### src/rtl/vend_ctrl_mux_pkg.sv
// Shared definitions for the vending controller: coin coding, FSM states, 7-segment decoder.
package vend_ctrl_mux_pkg;

    localparam int unsigned CoinW = 3;

    // Bit positions of the one-hot coin / change_coin encoding
    localparam int unsigned Coin5Idx  = 0;
    localparam int unsigned Coin10Idx = 1;
    localparam int unsigned Coin25Idx = 2;

    localparam logic [CoinW-1:0] Coin5Bit  = CoinW'(1 << Coin5Idx);
    localparam logic [CoinW-1:0] Coin10Bit = CoinW'(1 << Coin10Idx);
    localparam logic [CoinW-1:0] Coin25Bit = CoinW'(1 << Coin25Idx);

    // Coin values in cents
    localparam int unsigned Coin5Val  = 5;
    localparam int unsigned Coin10Val = 10;
    localparam int unsigned Coin25Val = 25;

    typedef enum logic [1:0] {
        StIdle,
        StVend,
        StChange
    } state_e;

    // Hex digit to active-low cathodes, bit 0 = segment a ... bit 6 = segment g
    function automatic logic [6:0] hex2sevseg(input logic [3:0] hex);
        logic [6:0] seg;
        unique case (hex)
            4'h0: seg = 7'h40;
            4'h1: seg = 7'h79;
            4'h2: seg = 7'h24;
            4'h3: seg = 7'h30;
            4'h4: seg = 7'h19;
            4'h5: seg = 7'h12;
            4'h6: seg = 7'h02;
            4'h7: seg = 7'h78;
            4'h8: seg = 7'h00;
            4'h9: seg = 7'h10;
            4'hA: seg = 7'h08;
            4'hB: seg = 7'h03;
            4'hC: seg = 7'h46;
            4'hD: seg = 7'h21;
            4'hE: seg = 7'h06;
            4'hF: seg = 7'h0E;
        endcase
        return seg;
    endfunction

endpackage

### src/rtl/vend_ctrl_mux_scan.sv
// Display scanner: steps one digit every REFRESH_DIV cycles; low half shows balance nibbles,
// high half shows cost nibbles.
module vend_ctrl_mux_scan
    import vend_ctrl_mux_pkg::*;
#(
    parameter int unsigned NUM_DIGITS  = 4,
    parameter int unsigned REFRESH_DIV = 100000,
    parameter int unsigned BAL_W       = 8
) (
    input  logic                  clk,
    input  logic                  reset,
    input  logic [BAL_W-1:0]      balance,
    input  logic [BAL_W-1:0]      cost,
    output logic [NUM_DIGITS-1:0] AN,
    output logic [6:0]            CA
);

    localparam int unsigned RefW    = $clog2(REFRESH_DIV);
    localparam int unsigned DigW    = $clog2(NUM_DIGITS);
    localparam int unsigned HalfDig = NUM_DIGITS / 2;

    logic [RefW-1:0]  refresh_q;
    logic [DigW-1:0]  digit_q;
    logic             on_q;
    logic [BAL_W-1:0] nib_src;
    logic [BAL_W-1:0] shifted;
    logic [DigW-1:0]  nib_idx;

    // Refresh divider and digit index; on_q keeps all anodes dark until the first clock.
    always_ff @(posedge clk or negedge reset) begin
        if (!reset) begin
            refresh_q <= '0;
            digit_q   <= '0;
            on_q      <= 1'b0;
        end else begin
            on_q <= 1'b1;
            if (refresh_q == RefW'(REFRESH_DIV - 1)) begin
                refresh_q <= '0;
                digit_q   <= (digit_q == DigW'(NUM_DIGITS - 1)) ? '0 : digit_q + DigW'(1);
            end else begin
                refresh_q <= refresh_q + RefW'(1);
            end
        end
    end

    // Nibble select; shifting past BAL_W naturally yields zero for absent nibbles.
    always_comb begin
        nib_src = balance;
        nib_idx = digit_q;
        if (digit_q >= DigW'(HalfDig)) begin
            nib_src = cost;
            nib_idx = digit_q - DigW'(HalfDig);
        end
        shifted = nib_src >> {nib_idx, 2'b00};
        CA      = hex2sevseg(shifted[3:0]);
    end

    // One-hot-cold anode drive for the active digit.
    always_comb begin
        AN = '1;
        if (on_q) begin
            AN[digit_q] = 1'b0;
        end
    end

endmodule

### src/rtl/vend_ctrl_mux.sv
// Vending-machine core: coin credit, one-hot product pricing, vend, paced change payout,
// plus multiplexed seven-segment display of balance and selected cost.
module vend_ctrl_mux
    import vend_ctrl_mux_pkg::*;
#(
    parameter int unsigned                     NUM_PRODUCTS = 4,
    parameter int unsigned                     BAL_W        = 8,
    parameter logic [NUM_PRODUCTS*BAL_W-1:0]   PRICES       = {8'd30, 8'd25, 8'd20, 8'd15},
    parameter int unsigned                     MAX_BALANCE  = 255,
    parameter int unsigned                     NUM_DIGITS   = 4,
    parameter int unsigned                     REFRESH_DIV  = 100000,
    parameter int unsigned                     CHANGE_GAP   = 50000000
) (
    input  logic                    clk,
    input  logic                    reset,
    input  logic [CoinW-1:0]        coin,
    input  logic [NUM_PRODUCTS-1:0] product,
    input  logic                    buy,
    input  logic                    refund,
    output logic [BAL_W-1:0]        balance,
    output logic [NUM_PRODUCTS-1:0] vend,
    output logic [CoinW-1:0]        change_coin,
    output logic                    coin_reject,
    output logic                    err,
    output logic                    busy,
    output logic [NUM_DIGITS-1:0]   AN,
    output logic [6:0]              CA
);

    localparam int unsigned    SumW      = BAL_W + 1;
    localparam int unsigned    GapW      = $clog2(CHANGE_GAP + 1);
    localparam logic [GapW-1:0] GapReload = GapW'(CHANGE_GAP - 1);

    state_e                  state_q;
    logic [BAL_W-1:0]        balance_q;
    logic [BAL_W-1:0]        cost_q;
    logic [GapW-1:0]         gap_q;
    logic [NUM_PRODUCTS-1:0] vend_q;
    logic [CoinW-1:0]        change_coin_q;
    logic                    coin_reject_q;
    logic                    err_q;

    logic                    prod_ok;
    logic [BAL_W-1:0]        prod_cost;
    logic                    coin_ok;
    logic [BAL_W-1:0]        coin_val;
    logic [SumW-1:0]         coin_sum;
    logic                    coin_fits;
    logic [CoinW-1:0]        chg_coin;
    logic [BAL_W-1:0]        chg_val;

    // Price lookup for the live product select; invalid selections cost 0.
    always_comb begin
        prod_ok   = $onehot(product);
        prod_cost = '0;
        for (int i = 0; i < NUM_PRODUCTS; i++) begin
            if (product[i]) begin
                prod_cost = prod_cost | PRICES[i*BAL_W +: BAL_W];
            end
        end
        if (!prod_ok) begin
            prod_cost = '0;
        end
    end

    // Coin decode and overflow check, done one bit wider so the sum cannot wrap.
    always_comb begin
        coin_ok  = 1'b1;
        coin_val = '0;
        case (coin)
            Coin5Bit:  coin_val = BAL_W'(Coin5Val);
            Coin10Bit: coin_val = BAL_W'(Coin10Val);
            Coin25Bit: coin_val = BAL_W'(Coin25Val);
            default:   coin_ok  = 1'b0;
        endcase
        coin_sum  = SumW'(balance_q) + SumW'(coin_val);
        coin_fits = (coin_sum <= SumW'(MAX_BALANCE));
    end

    // Largest coin not exceeding the balance; zero means only a sub-5 residue is left.
    always_comb begin
        chg_coin = '0;
        chg_val  = '0;
        if (balance_q >= BAL_W'(Coin25Val)) begin
            chg_coin = Coin25Bit;
            chg_val  = BAL_W'(Coin25Val);
        end else if (balance_q >= BAL_W'(Coin10Val)) begin
            chg_coin = Coin10Bit;
            chg_val  = BAL_W'(Coin10Val);
        end else if (balance_q >= BAL_W'(Coin5Val)) begin
            chg_coin = Coin5Bit;
            chg_val  = BAL_W'(Coin5Val);
        end
    end

    // Controller FSM with credit register and registered status pulses.
    always_ff @(posedge clk or negedge reset) begin
        if (!reset) begin
            state_q       <= StIdle;
            balance_q     <= '0;
            cost_q        <= '0;
            gap_q         <= '0;
            vend_q        <= '0;
            change_coin_q <= '0;
            coin_reject_q <= 1'b0;
            err_q         <= 1'b0;
        end else begin
            vend_q        <= '0;
            change_coin_q <= '0;
            coin_reject_q <= 1'b0;
            err_q         <= 1'b0;
            case (state_q)
                StIdle: begin
                    if (refund) begin
                        if (balance_q != '0) begin
                            state_q <= StChange;
                            gap_q   <= GapReload;
                        end
                    end else if (buy) begin
                        if (!prod_ok || balance_q < prod_cost) begin
                            err_q <= 1'b1;
                        end else begin
                            state_q <= StVend;
                            vend_q  <= product;
                            cost_q  <= prod_cost;
                        end
                    end
                    // A coin alongside buy/refund is bounced so credit never races a debit.
                    if (coin != '0) begin
                        if (!coin_ok || !coin_fits || buy || refund) begin
                            coin_reject_q <= 1'b1;
                        end else begin
                            balance_q <= balance_q + coin_val;
                        end
                    end
                end
                StVend: begin
                    coin_reject_q <= (coin != '0);
                    if (balance_q > cost_q) begin
                        balance_q <= balance_q - cost_q;
                        state_q   <= StChange;
                        gap_q     <= GapReload;
                    end else begin
                        balance_q <= '0;
                        state_q   <= StIdle;
                    end
                end
                StChange: begin
                    coin_reject_q <= (coin != '0);
                    if (gap_q != '0) begin
                        gap_q <= gap_q - GapW'(1);
                    end else begin
                        gap_q         <= GapReload;
                        change_coin_q <= chg_coin;
                        if (chg_coin != '0 && balance_q > chg_val) begin
                            balance_q <= balance_q - chg_val;
                        end else begin
                            balance_q <= '0;
                            state_q   <= StIdle;
                        end
                    end
                end
                default: state_q <= StIdle;
            endcase
        end
    end

    assign balance     = balance_q;
    assign vend        = vend_q;
    assign change_coin = change_coin_q;
    assign coin_reject = coin_reject_q;
    assign err         = err_q;
    assign busy        = (state_q != StIdle);

    vend_ctrl_mux_scan #(
        .NUM_DIGITS  (NUM_DIGITS),
        .REFRESH_DIV (REFRESH_DIV),
        .BAL_W       (BAL_W)
    ) u_scan (
        .clk     (clk),
        .reset   (reset),
        .balance (balance_q),
        .cost    (prod_cost),
        .AN      (AN),
        .CA      (CA)
    );

endmodule
### config.mk
export PLATFORM = sky130hd
export DESIGN_NAME = vend_ctrl_mux
export DESIGN_NICKNAME = d
export VERILOG_FILES = /design/src/rtl/vend_ctrl_mux_pkg.sv /design/src/rtl/vend_ctrl_mux_scan.sv /design/src/rtl/vend_ctrl_mux.sv
export SDC_FILE = /design/constraint.sdc
export NUM_CORES = 1
export LEC_CHECK = 0
export BUFFER_PORTS_ARGS = -buffer_cell sky130_fd_sc_hd__buf_4
export CAP_MARGIN = 20
export CORE_MARGIN = 2
export CORE_UTILIZATION = 35
export DETAILED_ROUTE_END_ITERATION = 8
export GPL_ROUTABILITY_DRIVEN = 1
export MAX_ROUTING_LAYER = met4
export SLEW_MARGIN = 10
export SYNTH_ARGS = -nofsm -noshare
export SYNTH_HDL_FRONTEND = slang
export SYNTH_SLANG_ARGS = --single-unit
### constraint.sdc
create_clock -name clk -period 4 [get_ports clk]
set_input_delay 0.4 -clock clk [delete_from_list [all_inputs] [get_ports clk]]
set_output_delay 0.4 -clock clk [all_outputs]
set_load 0.005 [all_outputs]
==> results.cfg, run 1 <==
[critical_path]
endpoint_kind = output port
worstPathMaxFanout = 7
r2r_end = balance[2]
cp.arrival_ns = 3.45
crit_family = adder cells
rr_worst_depth = 13
critPathMaxStageDelay_ns = 0.53
critPathMostFrequentCell = buf_4
critical_path_buf_inv_count = 6
critPathKind = input pin to output port
crit_path_top_delay_cell = fa_1
critPathRequiredTime_ns = 3.60
cp-start-kind = input pin
r2r_start = balance[5]
crit_chain = buf_4 > inv_1 > fa_1 > inv_1 > ha_1 > ha_1 > nor3b_2 > buf_4 > o31ai_1 > nand3_1 > o221ai_2 > buf_4 > ha_1 > mux4_2 > buf_4
r2r_slack_ns = 0.57

[global_routing]
grt_pass1_vias = 4618
grt_busiest_layer = met2
antenna_found_initial = 0
use_met1_pct = 22.33
grt_overflow = 0
grt_use_met3_pct = 3.222
use_met2_pct = 30.18
grt_pass1_wl_um = 22550
gr-usage-all-layers_pct = 18.06
grt_max_degree = 71

[synthesis]
synth_area_sq_um = 5109
syn_avg_cell_area_sq_um = 8.688
async_flop_share_pct = 100.0
yosysWarnings = 0
syn-num-nets = 641
yosys.area.top_type_share_pct = 34.29
synth_edf_count = 0
ys.flop_type = dfrtp_1
ys_types = 68
synth_cells = 588
synth_largest_area_cell = dfrtp_1
synth.most_common_cell = dfrtp_1
ys_top_cells_by_count = 70 x dfrtp_1, 53 x nor2_1, 44 x o21ai_0
ys_ff_latch = 70
yosysSeqAreaShare_pct = 34.29
netlist_top_cells_area = dfrtp_1 34%, ha_1 9.3%, o21ai_0 4.3%

[final_layout]
finalNetCount = 691
drive_above_1_share_pct = 14.64
n_fill_cell = 1435
finalNonFillerCells = 826
antenna_cells = 0
area_growth_pct = 18.00

[power_and_ir_drop]
ir_drop_v = 0.0002000
leakagePower_nw = 2.600
powerDensity_nw_per_um2 = 284.3

[hold_path]
hp-class = input pin to asynchronous set/reset pin

[sta]
rsz0062_at_grt = false
period_share_pct = 96.15
skew_ns = 0.01028
tns_ns = 0
tightest_slew_ns = 0.8987
finalSetupViolations = 0
min_period_ns = 3.846
clock.fmax_mhz = 260.0
max-slew-margin-rel_pct = 40.09
hold_viol_final = 0
setup_slack_ns = 0.1539
finalMaxSlewViolations = 0

[route]
wire_per_inst_um = 16.32
drc = 0
detail_route.vias_per_cell = 5.580
drt_iter0_markers = 383
ant_nets = 0
drt-total-wl_um = 13480
firstDrtPassIters = 5
via_count = 4609

[clock_tree]
cts_root_buf = clkbuf_16
cts_buffers = 9
clk_pin_slew_ns = 0.05
clockBufferDepth = 2
holdBufCountCts = 0
cts_tree = done
cts_max_level = 3
clock_latency_ns = 0.34
cts.sinks = 70

[floorplanning]
initial_core_util_pct = 35.55
fp-row-count = 44
core_sq_um = 14370
fp.dieW_um = 124.8
die_area_sq_um = 15580
die_h_um = 124.8
ios = 40

[run]
maxCapViolations = 0

[place]
dpl_worst_slack_ns = 0.1067
routabilityCongestion = 0.8960
placed_cells = 810
portBuffers = 39
hpwl_um = 9781

[outcome]
outcome = complete, no violations
-- per-stage QoR --
step / util [%] / instance area, sq um / total power, W / hold slack [ns]
floorplan: - / 5109 / 0.0007897 / 0.1044
global placement: 39.58 / 5687 / 0.0008415 / 0.4708
detailed placement: 39.58 / 5687 / 0.0008449 / 0.4736
CTS: 41.83 / 6011 / 0.001734 / 0.2334
global route: 41.95 / 6028 / 0.001779 / 0.2888
finish: 41.95 / 6028 / 0.001714 / 0.1998
-- layout by cell type (no fill, tap or decap), types with 10 or more instances in the layout --
master / n
buf_4: 57
nor2_1: 53
inv_1: 40
nand3_1: 13
nor3_1: 21
ha_1: 38
a21oi_1: 35
o21ai_0: 43
mux2i_1: 10
xnor2_1: 13
dfrtp_1: 70
a31oi_1: 17
nand2_1: 42
nand2b_1: 11
-- worst reg2reg max path, delay by kind of cell (launching register included) --
kind	cells	cell delay (ns)
adders and majority gates	2	0.58
AOI/OAI and AO/OA	6	1.25
buffers and inverters	1	0.06
DFF	1	0.39
and+or+nand+nor	4	1.03
-- cells by family (layout without fill, tap and decap cells) --
logic type | after synthesis | count (layout) | synth area share, %
buffers and inverters | 58 | 112 | 4.359
flip-flops | 70 | 70 | 34.29
multiplexers | 12 | 12 | 2.621
adder cells (fa/ha/maj) | 42 | 42 | 10.87
XOR/XNOR | 21 | 21 | 3.600
AO/OA/AOI/OAI | 182 | 182 | 23.73
other | 1 | 1 | 0.07340
AND/OR/NAND/NOR | 202 | 202 | 20.45
-- how the worst max path moves through the flow --
| stage | to | depth (start not counted) | startpoint | slack, ns |
|---|---|---|---|---|
| 3_5_place_dp | CA[3] | 14 | product[0] | 0.11 |
| 6_report | CA[3] | 15 | product[0] | 0.15 |
| 2_1_floorplan | CA[3] | 12 | product[0] | 0.32 |
| 3_3_place_gp | CA[3] | 14 | product[0] | 0.18 |
| 4_1_cts | CA[3] | 14 | product[0] | 0.06 |
| 5_1_grt | CA[3] | 14 | product[0] | 0.04 |
-- layout make-up --
type | count | area (sq um) | area share, %
Clock buffer | 12 | 256.5 | 4.255
Timing Repair Buffer | 57 | 427.9 | 7.098
Sequential cell | 70 | 1752 | 29.06
Multi-Input combinational cell | 460 | 3144 | 52.16
Inverter | 40 | 150.1 | 2.491
Clock inverter | 3 | 67.56 | 1.121
Tap cell | 184 | 230.2 | 3.819
-- metal layers --
layer  share of wire, %  vias to the layer above
li1                   -                     2262
met1                 44                     2226
met2                 50                       98
met3                3.4                       23
met4                1.8                        0
met5                  0                        -
-- report_power, final --
group	internal [W]	switching (W)	total [W]	leakage [nW]
sequential	0.000711	0.00000110	0.000713	0.822
combinational	0.0000498	0.0000712	0.000121	1.62
clock	0.000577	0.000304	0.000880	0.155
-- flip-flops by register name (all words and copies together) (netlist names) --
register          flops
gap_q                26
u_scan.refresh_q     17
balance               8
cost_q                5
vend                  4
change_coin           3
state_q               2
u_scan.digit_q        2
coin_reject           1
err                   1
u_scan.on_q           1
-- what timing repair did --
item	4_1_cts	5_1_grt
endpoints found under the setup margin	0	1
gates resized for setup	0	3
setup buffers	0	1
Power figures use the tool's default switching activity.
==> run 2: changes to the inputs <==
- clock period: 4 -> 3.7 ns (I/O delays scaled with it)
==> run 2 against run 1 <==
- combinational power grew 22%
- clock power shrank 6.0%
- wire length shrank 0.82%
- clock skew shrank 0.0050 ns
- core utilization grew 0.88 points
- sequential power grew 8.0%
- register-to-register slack lost 0.15 ns
==> results.cfg, run 2 (same netlist as run 1, synthesis figures left out) <==
[outcome]
outcome = complete, no violations

[global_routing]
use_met1_pct = 22.51
grt_use_met3_pct = 2.663
grt_pass1_wl_um = 22310
grt_max_degree = 71
grt_busiest_layer = met2
grt_pass1_vias = 4544
gr-usage-all-layers_pct = 18.01
antenna_found_initial = 0
grt_overflow = 0
use_met2_pct = 28.99

[sta]
hold_viol_final = 0
min_period_ns = 3.564
period_share_pct = 96.33
skew_ns = 0.005243
tightest_slew_ns = 0.8987
finalSetupViolations = 0
finalMaxSlewViolations = 0
clock.fmax_mhz = 280.6
max-slew-margin-rel_pct = 40.09

[clock_tree]
cts.sinks = 70
clock_latency_ns = 0.35
clk_pin_slew_ns = 0.05
cts_max_level = 3
cts_buffers = 9
cts_root_buf = clkbuf_16
clockBufferDepth = 2
cts_tree = done

[critical_path]
endpoint_kind = output port
cp-start-kind = input pin
critPathKind = input pin to output port
cp.arrival_ns = 3.19
worstPathMaxFanout = 5
r2r_slack_ns = 0.42
critPathRequiredTime_ns = 3.33

[power_and_ir_drop]
power.switching_w = 0.0004379
internal_power_w = 0.001307
p_clk_share_pct = 47.4
leakagePower_nw = 2.647
switching_share_pct = 25.09
p_seq_share_pct = 44.1
comb_power_share_pct = 8.5
ir_drop_v = 0.0002075
powerDensity_nw_per_um2 = 283.6

[floorplanning]
ios = 40
core_sq_um = 14370
die_h_um = 124.8
fp-row-count = 44
die_area_sq_um = 15580
initial_core_util_pct = 35.55
fp.dieW_um = 124.8

[final_layout]
area_growth_pct = 20.48
largest_register_ffs = 26
finalNonFillerCells = 841
finalNetCount = 705
final_common_cell = buf_4
final_cell_mix = 70 x buf_4, 69 x dfrtp_1, 53 x nor2_1
fin_area_sq_um = 6155
antenna_cells = 0
regMostFlops = gap_q
drive_above_1_share_pct = 18.11

[route]
ant_nets = 0
via_count = 4694
detail_route.vias_per_cell = 5.581
wire_per_inst_um = 15.90
drc = 0
firstDrtPassIters = 5
drt_iter0_markers = 411
drt-total-wl_um = 13370

[place]
place_area_sq_um = 5777
routabilityCongestion = 0.8890
portBuffers = 39
placed_cells = 822
hpwl_um = 9741

[run]
maxCapViolations = 0

[hold_path]
hp-class = input pin to asynchronous set/reset pin
## run 2: metal layers
layer	part of all wire [%]	up-vias
li1	-	2296
met1	46	2284
met2	49	89
met3	2.6	25
met4	2.6	0
met5	0	-
## run 2: area by class of cell
cell class | instances | area, sq um
Clock inverter | 5 | 35.03
Sequential cell | 70 | 1753
Inverter | 40 | 150.1
Fill cell | 1411 | 8214
Timing Repair Buffer | 71 | 536.8
Tap cell | 184 | 230.2
Multi-Input combinational cell | 460 | 3207
Clock buffer | 11 | 242.7
## run 2: power groups by stage
stage	clock [W]	combinational, W	sequential, W
4_1_cts	0.000833	0.000138	0.000770
2_1_floorplan	0	0.0000697	0.000784
3_3_place_gp	0	0.000134	0.000784
3_5_place_dp	0	0.000138	0.000784
6_report	0.000827	0.000148	0.000770
5_1_grt	0.000878	0.000167	0.000770
## run 2: final timing paths
check	startpoint	to	depth (start not counted)
worst min-delay path	reset	gap_q[10]	1
worst min register to register	gap_q[20]	gap_q[20]	1
worst max register to register	balance[7]	balance[6]	13
min in group clk	product[2]	vend[2]	2
worst max-delay path	product[0]	CA[3]	15
max in group asynchronous	reset	u_scan.digit_q[0]	1
## run 2: repair_timing
action                                  in CTS  in global routing
buffers inserted                             0                  3
endpoints found under the setup margin       1                  6
resized for setup                            2                 16
pin swaps                                    0                  5
hold buffers                                 0                  0
## run 2: through the flow
step	hold WS (ns)	TNS [ns]	worst slack, ns	utilization (%)	power (W)
floorplan	0.07441	0	0.05933	-	0.0008537
global placement	0.4673	0	0.01065	40.20	0.0009181
detailed placement	0.4743	-0.02033	-0.02033	40.20	0.0009219
CTS	0.2010	0	0.003904	42.18	0.001742
global route	0.2450	-0.007049	-0.007049	42.83	0.001815
finish	0.1501	0	0.1357	42.83	0.001745
## run 2: worst max-delay path, stage by stage
cell,delay (ns)
buf_4,0.09
inv_2,0.04
fa_1,0.52
inv_1,0.04
ha_1,0.17
ha_1,0.30
nor3b_2,0.17
buf_4,0.18
nand3_2,0.07
o21ai_2,0.09
o221ai_4,0.19
ha_4,0.32
inv_1,0.03
mux4_2,0.45
buf_4,0.15
==> run 3: changes to the inputs <==
- clock period: 3.7 -> 3.95 ns (I/O delays scaled with it)
==> run 3 against run 2 <==
- die area did not move
- final cell count down 1.7%
- worst hold slack gained 0.044 ns
- first-iteration DRC count is 9.2% lower
- core utilization shrank 1.2 points
- count of clock-buffer cells in the layout increased by 1
- largest cell class unchanged
==> results.cfg, run 3 (same netlist as run 1, synthesis figures left out) <==
[outcome]
outcome = complete, no violations

[global_routing]
grt_overflow = 0
gr-usage-all-layers_pct = 17.88
grt_pass1_wl_um = 22220
grt_max_degree = 71
antenna_found_initial = 0
grt_pass1_vias = 4604

[route]
detail_route.vias_per_cell = 5.539
drc = 0
wire_per_inst_um = 15.74
drt_iter0_markers = 373
ant_nets = 0
drt-total-wl_um = 13010
via_count = 4581
firstDrtPassIters = 4

[place]
hpwl_um = 9681
portBuffers = 39
routabilityCongestion = 0.8943

[power_and_ir_drop]
comb_power_share_pct = 7.4
power_w = 0.001623
switching_share_pct = 22.53
ir_drop_v = 0.0002034
p_clk_share_pct = 48.1
p_seq_share_pct = 44.5
power.switching_w = 0.0003657
leakagePower_nw = 2.580
internal_power_w = 0.001257
powerDensity_nw_per_um2 = 271.1

[critical_path]
critPathKind = input pin to output port
worstPathMaxFanout = 5
endpoint_kind = output port
cp-start-kind = input pin
r2r_end = balance[2]
rr_worst_depth = 13
critPathRequiredTime_ns = 3.56
r2r_slack_ns = 0.54
cp.arrival_ns = 3.36
r2r_start = balance[5]

[final_layout]
multi_input_area_sq_um = 3143
layout.area.seq_sq_um = 1752
drive_above_1_share_pct = 14.31
final_cell_mix = 70 x dfrtp_1, 57 x buf_4, 53 x nor2_1
antenna_cells = 0
largest_register_ffs = 26
final_common_cell = dfrtp_1
n_fill_cell = 1422
finalNetCount = 691
area_growth_pct = 17.19
regMostFlops = gap_q

[floorplanning]
initial_core_util_pct = 35.55
die_h_um = 124.8
core_sq_um = 14370
die_area_sq_um = 15580
ios = 40
fp-row-count = 44
fp.dieW_um = 124.8

[clock_tree]
cts_buffers = 9
cts_tree = done
clk_pin_slew_ns = 0.05
cts_max_level = 3
cts.sinks = 70
cts_root_buf = clkbuf_16
clockBufferDepth = 2
clock_latency_ns = 0.34

[sta]
rsz0062_at_grt = false
hold_viol_final = 0
finalSetupViolations = 0
holdWs_ns = 0.1942
skew_ns = 0.004683
min_period_ns = 3.755
max-slew-margin-rel_pct = 40.90
period_share_pct = 95.05
tns_ns = 0
clock.fmax_mhz = 266.3
tightest_slew_ns = 0.8865
finalMaxSlewViolations = 0

[hold_path]
hp-class = input pin to asynchronous set/reset pin

[run]
maxCapViolations = 0
run 3: cell count changes in the layout (fill, tap and decap cells not counted), moves of 2 or more:
cell,delta
clkinv_4,-2
buf_4,-13
nand3_1,+2
nand3_2,-2
inv_2,-2
inv_1,+2
clkbuf_1,+2
ha_1,+2
run 3: worst max-delay path by stage:
| stage | to | from |
|---|---|---|
| 6_report | CA[3] | product[0] |
| 2_1_floorplan | CA[3] | product[0] |
| 4_1_cts | CA[3] | product[0] |
| 5_1_grt | CA[3] | product[0] |
| 3_5_place_dp | CA[3] | product[0] |
| 3_3_place_gp | CA[3] | product[0] |
run 3: layout make-up:
| class | count | area share [%] |
|---|---|---|
| multi-input combinational | 460 | 52.50 |
| clock buffer | 12 | 3.950 |
| clock inverter | 4 | 0.7941 |
| timing repair buffer | 57 | 7.147 |
| tap | 184 | 3.845 |
| inverter | 40 | 2.508 |
| sequential | 70 | 29.26 |
run 3: through the flow:
step           instance area (sq um)  std cells  utilization (%)  worst slack, ns
5_1_grt                         5987        827            41.67          0.03045
4_1_cts                         5971        826            41.55          0.06148
3_5_place_dp                    5687        810            39.58          0.07687
3_3_place_gp                    5687        810            39.58           0.1573
6_report                        5987        827            41.67           0.1954
2_1_floorplan                   5109        588                -           0.2788
run 3: metal layers:
layer	GRT usage, %	vias to the layer above	wire [um]
li1	-	2262	-
met1	21.38	2202	5838
met2	29.67	95	6385
met3	3.995	22	488
met4	6.601	0	301
met5	-	-	0
run 3: timing repair:
action                                  CTS  global route
resized for setup                         0             3
hold buffers                              0             0
buffers inserted                          0             1
endpoints found under the setup margin    0             2
run 3: power groups by stage:
stage | clock network (W) | logic [W] | registers, W
after floorplan | 0 | 0.0000653 | 0.000734
after global placement | 0 | 0.000118 | 0.000734
after detailed placement | 0 | 0.000121 | 0.000734
after CTS | 0.000805 | 0.000122 | 0.000722
after global routing | 0.000845 | 0.000137 | 0.000722
final | 0.000781 | 0.000120 | 0.000722
run 3: critical path, cell delays in order:
cell,delay [ns]
buf_4,0.11
inv_1,0.07
fa_1,0.54
inv_1,0.04
ha_1,0.18
ha_1,0.28
nor3b_2,0.18
o21ai_1,0.12
o22a_1,0.22
or2_4,0.27
ha_1,0.30
inv_1,0.04
mux4_2,0.45
buf_4,0.15
